$ cat src/rtl/spatz_cluster_pkg.sv
// Shared cluster types: barrier controller state encoding.
package spatz_cluster_pkg;

  typedef enum logic [1:0] {
    BarIdle,
    BarGather,
    BarRelease
  } barrier_state_e;

endpackage

$ cat src/rtl/spatz_cluster_barrier.sv
// Cluster hardware barrier: holds participant responses until every masked core
// has arrived, then releases them together; non-participants are bounced straight back.
module spatz_cluster_barrier
  import spatz_cluster_pkg::*;
#(
  parameter int unsigned NrCores  = 4,
  parameter int unsigned GenWidth = 16
) (
  input  logic                clk_i,
  input  logic                rst_ni,
  input  logic [NrCores-1:0]  core_mask_i,
  input  logic [NrCores-1:0]  req_valid_i,
  output logic [NrCores-1:0]  req_ready_o,
  output logic [NrCores-1:0]  rsp_valid_o,
  input  logic [NrCores-1:0]  rsp_ready_i,
  output logic                barrier_done_o,
  output logic [GenWidth-1:0] generation_o
);

  barrier_state_e      state_q, state_d;
  logic [NrCores-1:0]  arrived_q, arrived_d;
  logic [NrCores-1:0]  mask_q, mask_d;
  logic [NrCores-1:0]  bypass_q, bypass_d;
  logic [GenWidth-1:0] gen_q, gen_d;
  logic                done_q, done_d;

  logic [NrCores-1:0]  part;
  logic [NrCores-1:0]  ready;
  logic [NrCores-1:0]  rsp_valid;
  logic [NrCores-1:0]  acc;
  logic [NrCores-1:0]  acc_part;
  logic [NrCores-1:0]  acc_byp;
  logic [NrCores-1:0]  rsp_hs;
  logic                in_release;

  // The mask is live only while idle; once a barrier opens the latched copy rules.
  assign part       = (state_q == BarIdle) ? core_mask_i : mask_q;
  assign in_release = (state_q == BarRelease);

  // Participants enter once per barrier and never during release; others bounce when free.
  assign ready = (part & ~arrived_q & ~bypass_q & {NrCores{~in_release}})
               | (~part & ~bypass_q);

  assign rsp_valid = bypass_q | (arrived_q & {NrCores{in_release}});

  assign acc      = req_valid_i & ready;
  assign acc_part = acc & part;
  assign acc_byp  = acc & ~part;
  assign rsp_hs   = rsp_valid & rsp_ready_i;

  // Next-state and bookkeeping for the barrier FSM.
  always_comb begin
    state_d   = state_q;
    arrived_d = arrived_q;
    mask_d    = mask_q;
    gen_d     = gen_q;
    done_d    = 1'b0;
    bypass_d  = (bypass_q & ~rsp_hs) | acc_byp;

    unique case (state_q)
      BarIdle: begin
        if (acc_part != '0) begin
          mask_d    = core_mask_i;
          arrived_d = acc_part;
          if (acc_part == core_mask_i) begin
            state_d = BarRelease;
            done_d  = 1'b1;
          end else begin
            state_d = BarGather;
          end
        end
      end
      BarGather: begin
        arrived_d = arrived_q | acc_part;
        if ((arrived_q | acc_part) == mask_q) begin
          state_d = BarRelease;
          done_d  = 1'b1;
        end
      end
      BarRelease: begin
        arrived_d = arrived_q & ~rsp_hs;
        if ((arrived_q & ~rsp_hs) == '0) begin
          state_d = BarIdle;
          mask_d  = '0;
          gen_d   = gen_q + GenWidth'(1);
        end
      end
      default: begin
        state_d = BarIdle;
      end
    endcase
  end

  always_ff @(posedge clk_i or negedge rst_ni) begin
    if (!rst_ni) begin
      state_q   <= BarIdle;
      arrived_q <= '0;
      mask_q    <= '0;
      bypass_q  <= '0;
      gen_q     <= '0;
      done_q    <= 1'b0;
    end else begin
      state_q   <= state_d;
      arrived_q <= arrived_d;
      mask_q    <= mask_d;
      bypass_q  <= bypass_d;
      gen_q     <= gen_d;
      done_q    <= done_d;
    end
  end

  // Entry is suppressed while reset is held so every output reads 0.
  assign req_ready_o    = ready & {NrCores{rst_ni}};
  assign rsp_valid_o    = rsp_valid;
  assign barrier_done_o = done_q;
  assign generation_o   = gen_q;

endmodule

$ cat config.mk
export PLATFORM = sky130hd
export DESIGN_NAME = spatz_cluster_barrier
export DESIGN_NICKNAME = d
export VERILOG_FILES = /design/src/rtl/spatz_cluster_pkg.sv /design/src/rtl/spatz_cluster_barrier.sv
export SDC_FILE = /design/constraint.sdc
export NUM_CORES = 1
export LEC_CHECK = 0
export CAP_MARGIN = 5
export CORE_UTILIZATION = 45
export DETAILED_ROUTE_END_ITERATION = 12
export GPL_TIMING_DRIVEN = 0
export PLACE_DENSITY_LB_ADDON = 0.1
export SYNTH_ARGS = -nofsm -noshare
export SYNTH_HDL_FRONTEND = slang
export SYNTH_SLANG_ARGS = --single-unit
$ cat constraint.sdc
create_clock -name clk_i -period 3.3 [get_ports clk_i]
set_clock_uncertainty 0.2 [all_clocks]
set_input_delay 0.99 -clock clk_i [delete_from_list [all_inputs] [get_ports clk_i]]
set_output_delay 0.99 -clock clk_i [all_outputs]
set_load 0.05 [all_outputs]
==> flow_metrics.py <==
metrics = {
    "routing": {
        "drc": 0,
        "wirelength_um": 4300,
        "drt_iter0_drc": 78,
        "num_vias": 1587,
        "post_drt_wl_per_cell_um": 15.2,
        "viasPerCell": 5.61,
        "dr.pass1.iters": 5,
        "ant_nets": 0,
    },
    "pwr": {
        "power_frac_seq_pct": 26.5,
        "pwr-share-comb_pct": 60.0,
        "leakagePower_nw": 1.04,
        "p_int_mw": 1.15,
        "power.switching_mw": 1.07,
        "clock_power_share_pct": 13.5,
        "power.density_nw_per_um2": 943,
        "irDropWorstVdd_mv": 0.455,
        "swShare_pct": 48.2,
    },
    "timing": {
        "finalSetupViolCount": 0,
        "period_share_pct": 97.8,
        "slew_viol_final": 0,
        "fin_setup_tns_ps": 0,
        "maxSlewHeadroom_pct": 44.7,
        "rsz0062_at_grt": "yes",
        "clock.fmax_mhz": 310,
        "tightest_slew_ps": 823,
        "finalHoldViolations": 0,
        "period_needed_ps": 3230,
    },
    "yosys": {
        "yosys_register_bits": 31,
        "netlist_area_sq_um": 1800,
        "synth_cell_types": 41,
        "syn_area_per_cell_sq_um": 9.50,
        "yosysSeqAreaShare_pct": 43.0,
        "async_flop_share_pct": 100,
        "yosysWarnings": 0,
        "postSynthCellCount": 190,
        "synth_ff_type": "dfrtp_1",
        "synth_edf_count": 0,
        "synthesis.nets": 210,
    },
    "setup_path": {
        "start_kind": "input pin",
        "crit_slowest_cell": "mux2_2",
        "worst-path-max-fanout": 4,
        "cp_top_family": "buffers and inverters",
        "worst_ep_required_time_ps": 2110,
        "r2r_setup_slack_ps": 480,
        "cp_cell_sequence": "dlygate4sd2_1 > mux2_2 > o21ai_0 > and3_1 > buf_6",
        "max_stage_delay_ps": 310,
        "crit_path_end_kind": "primary output",
        "arrival_ps": 2040,
        "path_buf_inv": 2,
        "crit_type": "input pin to primary output",
    },
    "grt": {
        "grt_util_met2_pct": 34.7,
        "grt_max_degree": 36,
        "grt_overflow": 0,
        "grtUsageMet1_pct": 28.1,
        "grt_pass1_wl_um": 6960,
        "grt_pass1_vias": 1520,
        "grtUsageMet3_pct": 5.90,
        "track_usage_pct": 21.7,
        "antenna_found_initial": 0,
        "busiest_layer": "met2",
    },
    "placement": {
        "gp_congestion": 0.846,
        "place_inst": 276,
        "dp_hpwl_um": 3130,
        "portBuffers": 38,
    },
    "cts": {
        "clock_sinks": 31,
        "clk_pin_slew_ps": 70,
        "clock_path_buffers": 2,
        "numCtsBuffers": 5,
        "worst_skew_pair.late_latency_ps": 290,
        "ctsRootBufferMaster": "clkbuf_8",
        "cts_tree": "yes",
        "post_cts.repair.setup_buffers": 0,
        "htreeDepth": 2,
    },
    "layout": {
        "multi_input_area_sq_um": 1000,
        "layout_commonest_cell": "dfrtp_1",
        "seqCellArea_sq_um": 776,
        "layout_common_cells": "dfrtp_1, clkdlybuf4s50_1, nand2_1",
        "diodes": 0,
        "n_fill_cell": 343,
        "syn2layout_area_growth_pct": 30.7,
        "drive_gt1_share_pct": 13.6,
        "fin_cells": 283,
        "finalNetCount": 255,
    },
    "floorplanning": {
        "die_x_um": 65.3,
        "start_util_pct": 48.2,
        "die_h_um": 65.3,
        "die_area_sq_um": 4270,
        "fp.coreArea_sq_um": 3740,
        "rows": 22,
        "boundaryPins": 39,
    },
    "hold_path": {
        "worstHoldPathType": "register to register",
    },
    "run": {
        "maxCapViolCount": 0,
    },
    "status": {
        "outcome": "complete, no violations",
    },
}
-- per-layer routing --
layer / part of all wire (%) / vias to the layer above
met5: 0 / -
met4: 1.5 / 0
met3: 5.2 / 10
met2: 47 / 59
met1: 46 / 763
li1: - / 755
-- final timing paths --
| check | from | end | cells after the start |
|---|---|---|---|
| worst min-delay path | generation_o[15] | generation_o[15] | 1 |
| worst min register to register | generation_o[15] | generation_o[15] | 1 |
| max in group asynchronous | rst_ni | generation_o[0] | 1 |
| min in group asynchronous | rst_ni | mask_q[2] | 1 |
| worst max-delay path | core_mask_i[0] | req_ready_o[0] | 5 |
| worst max register to register | state_q[1] | state_q[0] | 8 |
-- registers in the layout, summed over array words and instances, names as in the netlist --
name            count
state_q             2
arrived_q           4
generation_o       16
bypass_q            4
mask_q              4
barrier_done_o      1
-- cell families after synthesis --
| logic type | count (synthesis) | synth area share (%) |
|---|---|---|
| and+or+nand+nor | 68 | 20.0 |
| AOI/OAI and AO/OA | 40 | 14.3 |
| DFF | 31 | 43.0 |
| xor gates and xnor gates | 23 | 11.2 |
| buffers and inverters | 15 | 3.19 |
| muxes | 7 | 4.23 |
| adders and majority gates | 6 | 4.16 |
-- cells in the mapped netlist, types with 2 or more instances --
library cell / count / share of area [%]
dfrtp_1: 31 / 43
nand2_1: 18 / 3.7
xnor2_1: 16 / 7.8
o21ai_0: 14 / 3.9
inv_1: 12 / 2.5
nor2_1: 10 / 2.1
a21oi_1: 9 / 2.5
xor2_1: 7 / 3.4
ha_1: 6 / 4.2
nand4_1: 6 / 2.1
nor2b_1: 6 / 2.1
and3_1: 5 / 1.7
nand3_1: 5 / 1.4
nor3_1: 5 / 1.4
mux2_2: 4 / 2.5
nand2b_1: 4 / 1.4
o22ai_1: 4 / 1.4
a31oi_1: 3 / 1.0
a21o_1: 2 / 0.83
mux2i_1: 2 / 1.1
-- what timing repair did --
item	in CTS	in global routing
hold buffers	0	0
gates resized for setup	53	9
endpoints found under the setup margin	8	6
-- power by group through the flow --
stage / clock (mW) / combinational [mW] / sequential, mW
after floorplan: 0 / 0.825 / 0.693
after global placement: 0 / 1.26 / 0.581
after detailed placement: 0 / 1.28 / 0.592
after CTS: 0.306 / 1.32 / 0.587
after global routing: 0.320 / 1.44 / 0.602
final: 0.300 / 1.33 / 0.588
-- area by class of cell --
class | count | share of cell area, %
sequential | 31 | 32.9
multi-input combinational | 144 | 42.5
tap | 48 | 2.55
buffer | 2 | 0.531
timing repair buffer | 38 | 15.6
clock inverter | 1 | 0.212
inverter | 13 | 2.12
clock buffer | 6 | 3.50
-- stage by stage --
| step | hold WS (ps) | utilization (%) | power (mW) | area (sq um) | setup WS (ps) |
|---|---|---|---|---|---|
| 4_1_cts | 284 | 63.1 | 2.21 | 2360 | 81.6 |
| 5_1_grt | 296 | 63.0 | 2.36 | 2360 | -7.33 |
| 6_report | 284 | 63.0 | 2.22 | 2360 | 72.6 |
| 3_5_place_dp | 271 | 60.0 | 1.88 | 2240 | -806 |
| 3_3_place_gp | 257 | 60.1 | 1.84 | 2250 | -1580 |
| 2_1_floorplan | 296 | - | 1.52 | 1810 | 1.86 |
Note: power is estimated with default switching activity, not from simulation.
